$ cat src/rtl/pipeline_ctrl_unit_pkg.sv
// Shared encodings and constants for the MIPS pipeline sequencing controller.
// Latency: n/a (types, constants and one pure helper function).
// Backpressure: n/a.
package mips_ctrl_pkg;

   // FSM state encoding, also exported on the debug state port
   localparam logic [1:0] ST_RUN      = 2'd0;
   localparam logic [1:0] ST_MEM_WAIT = 2'd1;
   localparam logic [1:0] ST_DRAIN    = 2'd2;
   localparam logic [1:0] ST_HALTED   = 2'd3;

   typedef enum logic [1:0] {
      RUN      = ST_RUN,
      MEM_WAIT = ST_MEM_WAIT,
      DRAIN    = ST_DRAIN,
      HALTED   = ST_HALTED
   } ctrl_state_e;

   localparam logic [2:0] REG_ZERO             = 3'd0;
   localparam int         DEFAULT_DRAIN_CYCLES = 3;

   // A load into the zero register never creates a dependency.
   function automatic logic load_use_hit(input logic       ex_mem_read,
                                         input logic [2:0] ex_rt,
                                         input logic [2:0] id_rs,
                                         input logic [2:0] id_rt,
                                         input logic       id_uses_rt);
      return ex_mem_read && (ex_rt != REG_ZERO) &&
             ((ex_rt == id_rs) || (id_uses_rt && (ex_rt == id_rt)));
   endfunction

endpackage

$ cat src/rtl/pipeline_ctrl_unit_if.sv
// Bundle of hazard inputs and pipeline enable/flush outputs of the sequencing controller.
// Latency: n/a (wires only).
// Backpressure: n/a; master = controller (drives enables), slave = datapath (drives hazard info).
interface pipeline_ctrl_unit_if #(
   parameter int CNT_W = 16
);
   // hazard information from the datapath
   logic [2:0]       if_id_rs;
   logic [2:0]       if_id_rt;
   logic             id_uses_rt;
   logic             id_halt;
   logic             id_ex_memRead;
   logic [2:0]       id_ex_rt;
   logic             ex_mem_branch_taken;
   logic             mem_req;
   logic             mem_ready;
   // pipeline register control
   logic             pc_en;
   logic             if_id_en;
   logic             id_ex_en;
   logic             ex_mem_en;
   logic             mem_wb_en;
   logic             if_id_flush;
   logic             id_ex_flush;
   logic             ex_mem_flush;
   // status / debug
   logic             halted;
   logic [1:0]       state;
   logic [CNT_W-1:0] stall_cnt;
   logic [CNT_W-1:0] flush_cnt;

   modport master (
      input  if_id_rs, if_id_rt, id_uses_rt, id_halt, id_ex_memRead, id_ex_rt,
             ex_mem_branch_taken, mem_req, mem_ready,
      output pc_en, if_id_en, id_ex_en, ex_mem_en, mem_wb_en,
             if_id_flush, id_ex_flush, ex_mem_flush,
             halted, state, stall_cnt, flush_cnt
   );

   modport slave (
      output if_id_rs, if_id_rt, id_uses_rt, id_halt, id_ex_memRead, id_ex_rt,
             ex_mem_branch_taken, mem_req, mem_ready,
      input  pc_en, if_id_en, id_ex_en, ex_mem_en, mem_wb_en,
             if_id_flush, id_ex_flush, ex_mem_flush,
             halted, state, stall_cnt, flush_cnt
   );
endinterface

$ cat src/rtl/pipeline_ctrl_unit_sat_counter.sv
// Saturating event counter: counts inc pulses, sticks at all-ones, clr or rst returns it to 0.
// Latency: count visible one clk after the inc cycle.
// Backpressure: none; inc is sampled every cycle.
// Ports: clk, rst (async, active-high), inc, clr, cnt[W-1:0].
module sat_counter #(
   parameter int W = 16
) (
   input  logic         clk,
   input  logic         rst,
   input  logic         inc,
   input  logic         clr,
   output logic [W-1:0] cnt
);

   always_ff @(posedge clk or posedge rst) begin
      if (rst) begin
         cnt <= '0;
      end else if (clr) begin
         cnt <= '0;
      end else if (inc && (cnt != '1)) begin
         cnt <= cnt + W'(1);
      end
   end

endmodule

$ cat src/rtl/pipeline_ctrl_unit.sv
// Sequencing controller for the 5-stage pipeline: load-use stall, branch flush, memory wait, HALT drain.
// Latency: enables/flushes are combinational from state and inputs (zero cycle); state updates on posedge clk.
// Backpressure: mem_req & !mem_ready freezes every pipeline register until mem_ready.
// Ports: clk, rst (async, active-high), bus (pipeline_ctrl_unit_if.master).
module pipeline_ctrl_unit
   import mips_ctrl_pkg::*;
#(
   parameter int DRAIN_CYCLES = DEFAULT_DRAIN_CYCLES,
   parameter int CNT_W        = 16
) (
   input  logic                 clk,
   input  logic                 rst,
   pipeline_ctrl_unit_if.master bus
);

   localparam int DW = $clog2(DRAIN_CYCLES + 1);

   ctrl_state_e   state_q, state_nxt;
   logic [DW-1:0] drain_q, drain_nxt;
   logic          ret_drain_q, ret_drain_nxt;

   logic pc_en, if_id_en, id_ex_en, ex_mem_en, mem_wb_en;
   logic if_id_flush, id_ex_flush, ex_mem_flush, halted;
   logic flush_evt, freeze, in_drain, load_use;

   always_ff @(posedge clk or posedge rst) begin
      if (rst) begin
         state_q     <= RUN;
         drain_q     <= '0;
         ret_drain_q <= 1'b0;
      end else begin
         state_q     <= state_nxt;
         drain_q     <= drain_nxt;
         ret_drain_q <= ret_drain_nxt;
      end
   end

   // While waiting on memory, only mem_ready matters; elsewhere the access must be pending.
   assign freeze   = (state_q == MEM_WAIT) ? !bus.mem_ready : (bus.mem_req && !bus.mem_ready);
   // The cycle that leaves MEM_WAIT behaves as the state it came from.
   assign in_drain = (state_q == DRAIN) || ((state_q == MEM_WAIT) && ret_drain_q);
   assign load_use = load_use_hit(bus.id_ex_memRead, bus.id_ex_rt, bus.if_id_rs,
                                  bus.if_id_rt, bus.id_uses_rt);

   always_comb begin
      state_nxt     = state_q;
      drain_nxt     = drain_q;
      ret_drain_nxt = ret_drain_q;
      pc_en         = 1'b0;
      if_id_en      = 1'b0;
      id_ex_en      = 1'b0;
      ex_mem_en     = 1'b0;
      mem_wb_en     = 1'b0;
      if_id_flush   = 1'b0;
      id_ex_flush   = 1'b0;
      ex_mem_flush  = 1'b0;
      halted        = 1'b0;
      flush_evt     = 1'b0;

      if (state_q == HALTED) begin
         halted = 1'b1;
      end else if (freeze) begin
         state_nxt = MEM_WAIT;
         if (state_q != MEM_WAIT) begin
            ret_drain_nxt = (state_q == DRAIN);
         end
      end else if (bus.ex_mem_branch_taken) begin
         // Branch in MEM is older than anything in ID, so it also cancels a pending HALT.
         {pc_en, if_id_en, id_ex_en, ex_mem_en, mem_wb_en} = '1;
         {if_id_flush, id_ex_flush, ex_mem_flush}          = '1;
         flush_evt = 1'b1;
         state_nxt = RUN;
         drain_nxt = '0;
      end else if (in_drain || load_use || bus.id_halt) begin
         // Hold PC and IF/ID, push a bubble into ID/EX, let older work advance.
         {id_ex_en, ex_mem_en, mem_wb_en} = '1;
         id_ex_flush = 1'b1;
         if (in_drain) begin
            drain_nxt = drain_q - DW'(1);
            state_nxt = (drain_q <= DW'(1)) ? HALTED : DRAIN;
         end else if (load_use) begin
            state_nxt = RUN;
         end else begin
            drain_nxt = DW'(DRAIN_CYCLES);
            state_nxt = DRAIN;
         end
      end else begin
         {pc_en, if_id_en, id_ex_en, ex_mem_en, mem_wb_en} = '1;
         state_nxt = RUN;
      end

      // During reset every register loads a bubble.
      if (rst) begin
         {pc_en, if_id_en, id_ex_en, ex_mem_en, mem_wb_en} = '1;
         {if_id_flush, id_ex_flush, ex_mem_flush}          = '1;
         halted    = 1'b0;
         flush_evt = 1'b0;
      end
   end

   logic [CNT_W-1:0] stall_cnt, flush_cnt;

   sat_counter #(.W(CNT_W)) u_stall_cnt (
      .clk (clk),
      .rst (rst),
      .inc (!pc_en && (state_q != HALTED)),
      .clr (1'b0),
      .cnt (stall_cnt)
   );

   sat_counter #(.W(CNT_W)) u_flush_cnt (
      .clk (clk),
      .rst (rst),
      .inc (flush_evt),
      .clr (1'b0),
      .cnt (flush_cnt)
   );

   assign bus.pc_en        = pc_en;
   assign bus.if_id_en     = if_id_en;
   assign bus.id_ex_en     = id_ex_en;
   assign bus.ex_mem_en    = ex_mem_en;
   assign bus.mem_wb_en    = mem_wb_en;
   assign bus.if_id_flush  = if_id_flush;
   assign bus.id_ex_flush  = id_ex_flush;
   assign bus.ex_mem_flush = ex_mem_flush;
   assign bus.halted       = halted;
   assign bus.state        = state_q;
   assign bus.stall_cnt    = stall_cnt;
   assign bus.flush_cnt    = flush_cnt;

endmodule

$ cat src/flat_wrapper.sv
// flat-port wrapper written by rule: the top's interface ports become plain ports
module pipeline_ctrl_unit_flat import mips_ctrl_pkg::*;
#(
   parameter int DRAIN_CYCLES = DEFAULT_DRAIN_CYCLES,
   parameter int CNT_W        = 16
)
  (clk, rst, bus_if_id_rs, bus_if_id_rt, bus_id_uses_rt, bus_id_halt, bus_id_ex_memRead, bus_id_ex_rt, bus_ex_mem_branch_taken, bus_mem_req, bus_mem_ready, bus_pc_en, bus_if_id_en, bus_id_ex_en, bus_ex_mem_en, bus_mem_wb_en, bus_if_id_flush, bus_id_ex_flush, bus_ex_mem_flush, bus_halted, bus_state, bus_stall_cnt, bus_flush_cnt);
  pipeline_ctrl_unit_if #(.CNT_W(CNT_W)) bus_i ();
  input  logic clk;
  input  logic rst;
  input wire logic [$bits(bus_i.if_id_rs)-1:0] bus_if_id_rs;
  input wire logic [$bits(bus_i.if_id_rt)-1:0] bus_if_id_rt;
  input wire logic [$bits(bus_i.id_uses_rt)-1:0] bus_id_uses_rt;
  input wire logic [$bits(bus_i.id_halt)-1:0] bus_id_halt;
  input wire logic [$bits(bus_i.id_ex_memRead)-1:0] bus_id_ex_memRead;
  input wire logic [$bits(bus_i.id_ex_rt)-1:0] bus_id_ex_rt;
  input wire logic [$bits(bus_i.ex_mem_branch_taken)-1:0] bus_ex_mem_branch_taken;
  input wire logic [$bits(bus_i.mem_req)-1:0] bus_mem_req;
  input wire logic [$bits(bus_i.mem_ready)-1:0] bus_mem_ready;
  output wire logic [$bits(bus_i.pc_en)-1:0] bus_pc_en;
  output wire logic [$bits(bus_i.if_id_en)-1:0] bus_if_id_en;
  output wire logic [$bits(bus_i.id_ex_en)-1:0] bus_id_ex_en;
  output wire logic [$bits(bus_i.ex_mem_en)-1:0] bus_ex_mem_en;
  output wire logic [$bits(bus_i.mem_wb_en)-1:0] bus_mem_wb_en;
  output wire logic [$bits(bus_i.if_id_flush)-1:0] bus_if_id_flush;
  output wire logic [$bits(bus_i.id_ex_flush)-1:0] bus_id_ex_flush;
  output wire logic [$bits(bus_i.ex_mem_flush)-1:0] bus_ex_mem_flush;
  output wire logic [$bits(bus_i.halted)-1:0] bus_halted;
  output wire logic [$bits(bus_i.state)-1:0] bus_state;
  output wire logic [$bits(bus_i.stall_cnt)-1:0] bus_stall_cnt;
  output wire logic [$bits(bus_i.flush_cnt)-1:0] bus_flush_cnt;
  assign bus_i.if_id_rs = bus_if_id_rs;
  assign bus_i.if_id_rt = bus_if_id_rt;
  assign bus_i.id_uses_rt = bus_id_uses_rt;
  assign bus_i.id_halt = bus_id_halt;
  assign bus_i.id_ex_memRead = bus_id_ex_memRead;
  assign bus_i.id_ex_rt = bus_id_ex_rt;
  assign bus_i.ex_mem_branch_taken = bus_ex_mem_branch_taken;
  assign bus_i.mem_req = bus_mem_req;
  assign bus_i.mem_ready = bus_mem_ready;
  assign bus_pc_en = bus_i.pc_en;
  assign bus_if_id_en = bus_i.if_id_en;
  assign bus_id_ex_en = bus_i.id_ex_en;
  assign bus_ex_mem_en = bus_i.ex_mem_en;
  assign bus_mem_wb_en = bus_i.mem_wb_en;
  assign bus_if_id_flush = bus_i.if_id_flush;
  assign bus_id_ex_flush = bus_i.id_ex_flush;
  assign bus_ex_mem_flush = bus_i.ex_mem_flush;
  assign bus_halted = bus_i.halted;
  assign bus_state = bus_i.state;
  assign bus_stall_cnt = bus_i.stall_cnt;
  assign bus_flush_cnt = bus_i.flush_cnt;
  pipeline_ctrl_unit #(.DRAIN_CYCLES(DRAIN_CYCLES), .CNT_W(CNT_W)) u_core (.clk(clk), .rst(rst), .bus(bus_i));
endmodule
$ cat config.mk
export PLATFORM = sky130hd
export DESIGN_NAME = pipeline_ctrl_unit_flat
export DESIGN_NICKNAME = d
export VERILOG_FILES = /design/src/rtl/pipeline_ctrl_unit_pkg.sv /design/src/rtl/pipeline_ctrl_unit_if.sv /design/src/rtl/pipeline_ctrl_unit_sat_counter.sv /design/src/rtl/pipeline_ctrl_unit.sv /design/src/flat_wrapper.sv
export SDC_FILE = /design/constraint.sdc
export NUM_CORES = 1
export LEC_CHECK = 0
export ABC_CLOCK_PERIOD_IN_PS = 3100
export CAP_MARGIN = 30
export CORE_UTILIZATION = 49
export CTS_BUF_LIST = sky130_fd_sc_hd__clkbuf_8
export CTS_CLUSTER_DIAMETER = 200
export DETAILED_ROUTE_END_ITERATION = 16
export PLACE_DENSITY = 0.87
export SLEW_MARGIN = 5
export SYNTH_ARGS = -nofsm -noshare
export SYNTH_HDL_FRONTEND = slang
export SYNTH_SLANG_ARGS = --single-unit
$ cat constraint.sdc
create_clock -name clk -period 3.1 [get_ports clk]
set_input_delay 0.93 -clock clk [delete_from_list [all_inputs] [get_ports clk]]
set_output_delay 0.93 -clock clk [all_outputs]
set_load 0.005 [all_outputs]
======== Word level (Yosys, flattened, before mapping) ========
Index checks and enable logic that the tools add are counted.
storage, ports and cells
  flip-flop bits (word level) ............. 37
  input port bits ......................... 17
  output and inout bits ................... 43
  word-level logic and storage cells ...... 70
operators by class
  add/subtract/negate cells ............... 3
  magnitude comparators ................... 1
  eq/ne operators ......................... 10
  multiplexer cells ....................... 31
  bitwise operators ....................... 2
  reductions and logical operators ........ 18
operators by type and width
  kind                   number
  $add 16x1->16 const B  2
  $ne 16x16->1 const B   2
  $mux 1                 22
  $mux 2                 9
  $logic_and 1x1->1      8
  $eq 3x3->1             2
  $eq 2x2->1 const B     2
  $logic_or 1x1->1       4
  $reduce_and 4->1       1
  $ne 3x2->1 const B     1
  $reduce_and 3->1       1
  $reduce_bool 3->1      1
  $eq 2x1->1 const B     1
  $le 2x1->1 const B     1
  $logic_not 1->1        2
  $ne 2x1->1 const B     1
  $ne 2x2->1 const B     1
  $not 1->1              2
  $reduce_bool 2->1      1
  $sub 2x1->2 const B    1

======== Depth between registers and ports, before layout ========
  depth after elaboration ................. 14
  mapped depth ............................ 8
  mapped depth without buffers ............ 7

======== Hierarchy ========
From an unflattened synthesis, not the netlist that was laid out.
unflattened totals
  cell total of the unflattened synthesis .. 264
  area total of the unflattened synthesis .. 2374.8 µm²
by module, submodules not included
  module              instances  cells an instance  area each (µm²)  sequential area each (µm²)
  sat_counter         2          101                932.1            400.4
  pipeline_ctrl_unit  1          62                 510.5            125.1

======== Worst setup path before layout ========
OpenSTA, ideal clock, no wires.
  path type ............................... input to register
  start ................................... input rst
  end ..................................... register u_core.u_flush_cnt.cnt[10]
  library setup time ...................... 0.079 ns
  arrival ................................. 2.749 ns
  required time ........................... 3.021 ns
  setup slack ............................. 0.271 ns
  cell stages on the path ................. 6
  path buffers ............................ 1
  cells stage by stage .................... inv_1 > nand3_2 > or3b_1 > buf_6 > nor3_4 > xor2_1
on the way
  word-level cells in the longest chain between the ends .. 2
RTL lines
  element                 line                                  source
  start: declaration      flat_wrapper.sv:10                    input logic rst;
  $mux 1                  pipeline_ctrl_unit.sv:93              if (rst) begin
  $logic_and 1x1->1       pipeline_ctrl_unit_sat_counter.sv:20  end else if (inc && (cnt != '1)) begin
  end signal: assignment  pipeline_ctrl_unit_sat_counter.sv:21  cnt <= cnt + W'(1);
  end: declaration        pipeline_ctrl_unit_sat_counter.sv:12  output logic [W-1:0] cnt
No other way between the ends.
A chain may end at the register's enable or synchronous reset.

======== Worst setup path after layout ========
  start ................................... input bus_id_uses_rt
  end ..................................... output bus_pc_en
on the way
  word-level cells in the longest chain between the ends .. 10
RTL lines
  element                        line                          source
  start: declaration             flat_wrapper.sv:13            input wire logic [$bits(bus_i.id_uses_rt)-1:0] bus_id_uses_rt;
  $logic_and 1x1->1              pipeline_ctrl_unit_pkg.sv:29  ((ex_rt == id_rs) || (id_uses_rt && (ex_rt == id_rt)));
  $logic_or 1x1->1               pipeline_ctrl_unit_pkg.sv:29
  $logic_and 1x1->1              pipeline_ctrl_unit_pkg.sv:28  return ex_mem_read && (ex_rt != REG_ZERO) &&
  $logic_or 1x1->1 (2 in a row)  pipeline_ctrl_unit.sv:74      end else if (in_drain || load_use || bus.id_halt) begin
  $mux 1                         pipeline_ctrl_unit.sv:74
  $mux 1                         pipeline_ctrl_unit.sv:67      end else if (bus.ex_mem_branch_taken) begin
  $mux 1                         pipeline_ctrl_unit.sv:62      end else if (freeze) begin
  $mux 1                         pipeline_ctrl_unit.sv:60      if (state_q == HALTED) begin
  $mux 1                         pipeline_ctrl_unit.sv:93
  end: declaration               flat_wrapper.sv:20            output wire logic [$bits(bus_i.pc_en)-1:0] bus_pc_en;
No other way between the ends.

==> results.txt <==
Result of the run -> completed
Routed met2 length -> 2120 um
CTS sink count -> 37
Number of ports placed on the die boundary -> 60
Number of hold-slack violations in the final timing report -> 0
Clock root buffer -> sky130_fd_sc_hd__clkbuf_8
Total wire length -> 4430 um
Final ANT Viol Nets -> 0
Mapped Avg Cell Area -> 10.5 um^2
Number of enable flip-flop cells after synthesis -> 0
Core Box Area -> 3770 um^2
GRT Total Usage -> 23.9%
Total half-perimeter wirelength after legalization and detailed placement -> 3180 um
Predominant post-synthesis flop cell -> sky130_fd_sc_hd__dfrtp_1
Diode insertion count for antenna repair -> 0
Number of CTS-inserted buffers -> 5
Biggest fanout along the worst timing path -> 2
Final nets -> 279
Final weighted congestion of routability-driven global placement -> 0.778
Worst relative slew slack -> 38.9%
Number of max-slew violations in the final report -> 0
Crit path required time -> 2.17 ns
Number of buffers inserted for hold repair after clock tree synthesis -> 0
Max Clock Skew -> 0.00788 ns
Cell count after synthesis -> 191
Clock slew seen by the registers of the worst setup and hold paths -> 0.07 ns
Area growth syn-to-layout -> 39.1%
Number of violations reported at the end of detailed-routing iteration 0 -> 81
Number of library cell types mapped by synthesis -> 37
Syn Nets -> 211
Critical Path Source Type -> input port
Initial core utilization -> 53.0%
Total setup violations reported at the end of the flow -> 0
Tcrit/Tclk final -> 97.9%
Sequential fraction of the synthesis area -> 46.4%
Total standard cell area after synthesis -> 2000 um^2
Buffer count from post-CTS setup fixing -> 0
Vias after detailed routing -> 1639
Highest layer used for signal routing -> met4
Worst-skew pair later-pin latency -> 0.29 ns
Routed wire length per instance -> 14.4 um
Fraction of final layout cells with drive strength greater than 1 -> 15.8%
Reg-to-reg slack, setup -> 0.78 ns
Type of destination of the critical path -> output pin
Overall die width -> 65.8 um
Worst EP arrival -> 2.10 ns
Met3 Wirelength -> 213 um
Count of yosys warnings during synthesis -> 0
Slew @ Worst Pin -> 0.913 ns
Flip-flop and latch count after synthesis -> 37
Count of unresolved DRC violations after routing -> 0
Share of flip-flops with an asynchronous set or reset after synthesis -> 100%
Type of the worst setup path -> input port to output pin
First-pass DRT Iterations -> 4
Total die area -> 4330 um^2
Maximum resistive drop on vdd -> 0.000564 V
# Max-Cap Violations -> 0
Maximum number of pins on one net before global-route repair -> 38
First-pass GRT wire length -> 7690 um
Input/output buffers -> 59
Summed negative setup slack over all endpoints -> 0 ns
Met1 wire length -> 2020 um
RSZ-0062 raised after global routing -> false
Top achievable clock speed -> 330 MHz
Pwr Density -> 649 nW/um^2
Overall overflow remaining after global route -> 0
Initial antenna violation count -> 0
Number of buffers between clock root and the deepest sink -> 2
Fill cell count -> 263
Average via count per standard cell -> 5.32
FP Rows -> 22
Chip height -> 65.8 um
Static power due to leakage -> 0.00127 uW
Vias in the first global route -> 1659
Clock H-tree levels -> 2
Total Power Consumption -> 1800 uW
Hold crit path type -> flop to flop
Final Critical Period -> 3.03 ns
TritonCTS clock tree -> done
==> routing by layer <==
| metal | vias up | track usage [%] |
|---|---|---|
| li1 | 790 | - |
| met1 | 794 | 30.9 |
| met2 | 46 | 38.0 |
| met3 | 9 | 6.21 |
| met4 | 0 | 9.51 |
| met5 | - | 0 |
==> state kept, by name, summed over array words and instances (netlist names) <==
name / cells
u_core.u_flush_cnt.cnt: 16
u_core.u_stall_cnt.cnt: 16
u_core.bus.state: 2
u_core.drain_q: 2
u_core.ret_drain_q: 1
==> synth_stat cells, drive strengths merged, types with 3 or more instances <==
library cell | count | area share, %
dfrtp | 37 | 46
xnor2 | 19 | 8.3
xor2 | 17 | 7.5
nor2 | 16 | 3.0
nand2 | 14 | 2.6
nand3 | 11 | 3.0
nor3 | 11 | 3.6
inv | 9 | 1.7
nand4 | 9 | 3.1
buf | 8 | 3.4
o21ai | 5 | 1.3
mux2 | 4 | 2.3
a21oi | 3 | 1.3
ha | 3 | 1.9
o21bai | 3 | 1.1
==> cell type report <==
cell class / instances / area (um^2) / share of cell area [%]
Multi-Input combinational cell: 137 / 997 / 35.9
Clock buffer: 5 / 68.8 / 2.48
Tap cell: 48 / 60.1 / 2.16
Clock inverter: 3 / 68.8 / 2.48
Sequential cell: 37 / 926 / 33.3
Inverter: 9 / 33.8 / 1.22
Timing Repair Buffer: 69 / 623 / 22.4
==> timing repair <==
action,4_1_cts,5_1_grt
cloned,0,0
hold endpoints to repair,0,0
endpoints found under the setup margin,8,3
pin swaps,13,5
resized for setup,36,6
==> where the power goes <==
group          switching [uW]  internal, uW
Sequential                140           577
Clock                     188           324
Combinational             239           334
==> final timing paths <==
kind,from,endpoint,cells past startpoint
hold / removal,u_core.u_stall_cnt.cnt[7]$_DFFE_PP0P_,u_core.u_stall_cnt.cnt[7]$_DFFE_PP0P_,1
setup / recovery,bus_id_uses_rt,bus_pc_en,6
hold reg to reg,u_core.u_stall_cnt.cnt[7]$_DFFE_PP0P_,u_core.u_stall_cnt.cnt[7]$_DFFE_PP0P_,1
min in group asynchronous,rst,u_core.ret_drain_q$_DFFE_PP0P_,4
max in group asynchronous,rst,u_core.u_flush_cnt.cnt[14]$_DFFE_PP0P_,4
setup reg to reg,u_core.bus.state[1]$_DFFE_PP0N_,u_core.u_stall_cnt.cnt[1]$_DFFE_PP0P_,6
==> cell usage in the layout (no fill, tap or decap), types with 3 or more instances in the layout <==
cell and n:
sky130_fd_sc_hd__dfrtp_1 37, sky130_fd_sc_hd__clkbuf_8 5, sky130_fd_sc_hd__nor2_1 15, sky130_fd_sc_hd__xor2_1 17
sky130_fd_sc_hd__o21ai_0 4, sky130_fd_sc_hd__nand4_1 8, sky130_fd_sc_hd__dlygate4sd2_1 14, sky130_fd_sc_hd__nor3_1 8
sky130_fd_sc_hd__nand3_1 10, sky130_fd_sc_hd__inv_1 9, sky130_fd_sc_hd__ha_1 3, sky130_fd_sc_hd__nand2_1 14
sky130_fd_sc_hd__buf_2 3, sky130_fd_sc_hd__buf_4 10, sky130_fd_sc_hd__mux2_2 4, sky130_fd_sc_hd__clkdlybuf4s50_1 39
sky130_fd_sc_hd__o21bai_1 3, sky130_fd_sc_hd__xnor2_1 19
==> kinds of logic after synthesis <==
group | after synthesis | share of synthesized area, %
AND/OR/NAND/NOR | 73 | 19.9
adder cells (fa/ha/maj) | 3 | 1.88
buffers and inverters | 17 | 5.07
XOR/XNOR | 36 | 15.8
flip-flops | 37 | 46.4
AO/OA/AOI/OAI | 20 | 8.27
multiplexers | 5 | 2.76
==> worst max-delay path: stages <==
cell	delay (ns)
sky130_fd_sc_hd__clkdlybuf4s50_1	0.47
sky130_fd_sc_hd__nand4_1	0.12
sky130_fd_sc_hd__a21oi_2	0.20
sky130_fd_sc_hd__nor3_2	0.08
sky130_fd_sc_hd__a21o_1	0.18
sky130_fd_sc_hd__buf_2	0.13
==> through the flow <==
stage | hold slack [ns] | setup slack [ns] | utilization (%) | instances | instance area [um^2]
after floorplan | 0.458 | 0.271 | - | 191 | 2000
after global placement | 0.480 | -0.469 | 70.4 | 300 | 2660
after detailed placement | 0.481 | -0.561 | 70.4 | 300 | 2660
after CTS | 0.493 | 0.0513 | 73.9 | 308 | 2790
after global routing | 0.538 | 0.00736 | 73.7 | 308 | 2780
final | 0.493 | 0.0653 | 73.7 | 308 | 2780
No activity file was read; power rests on OpenSTA's default activity.
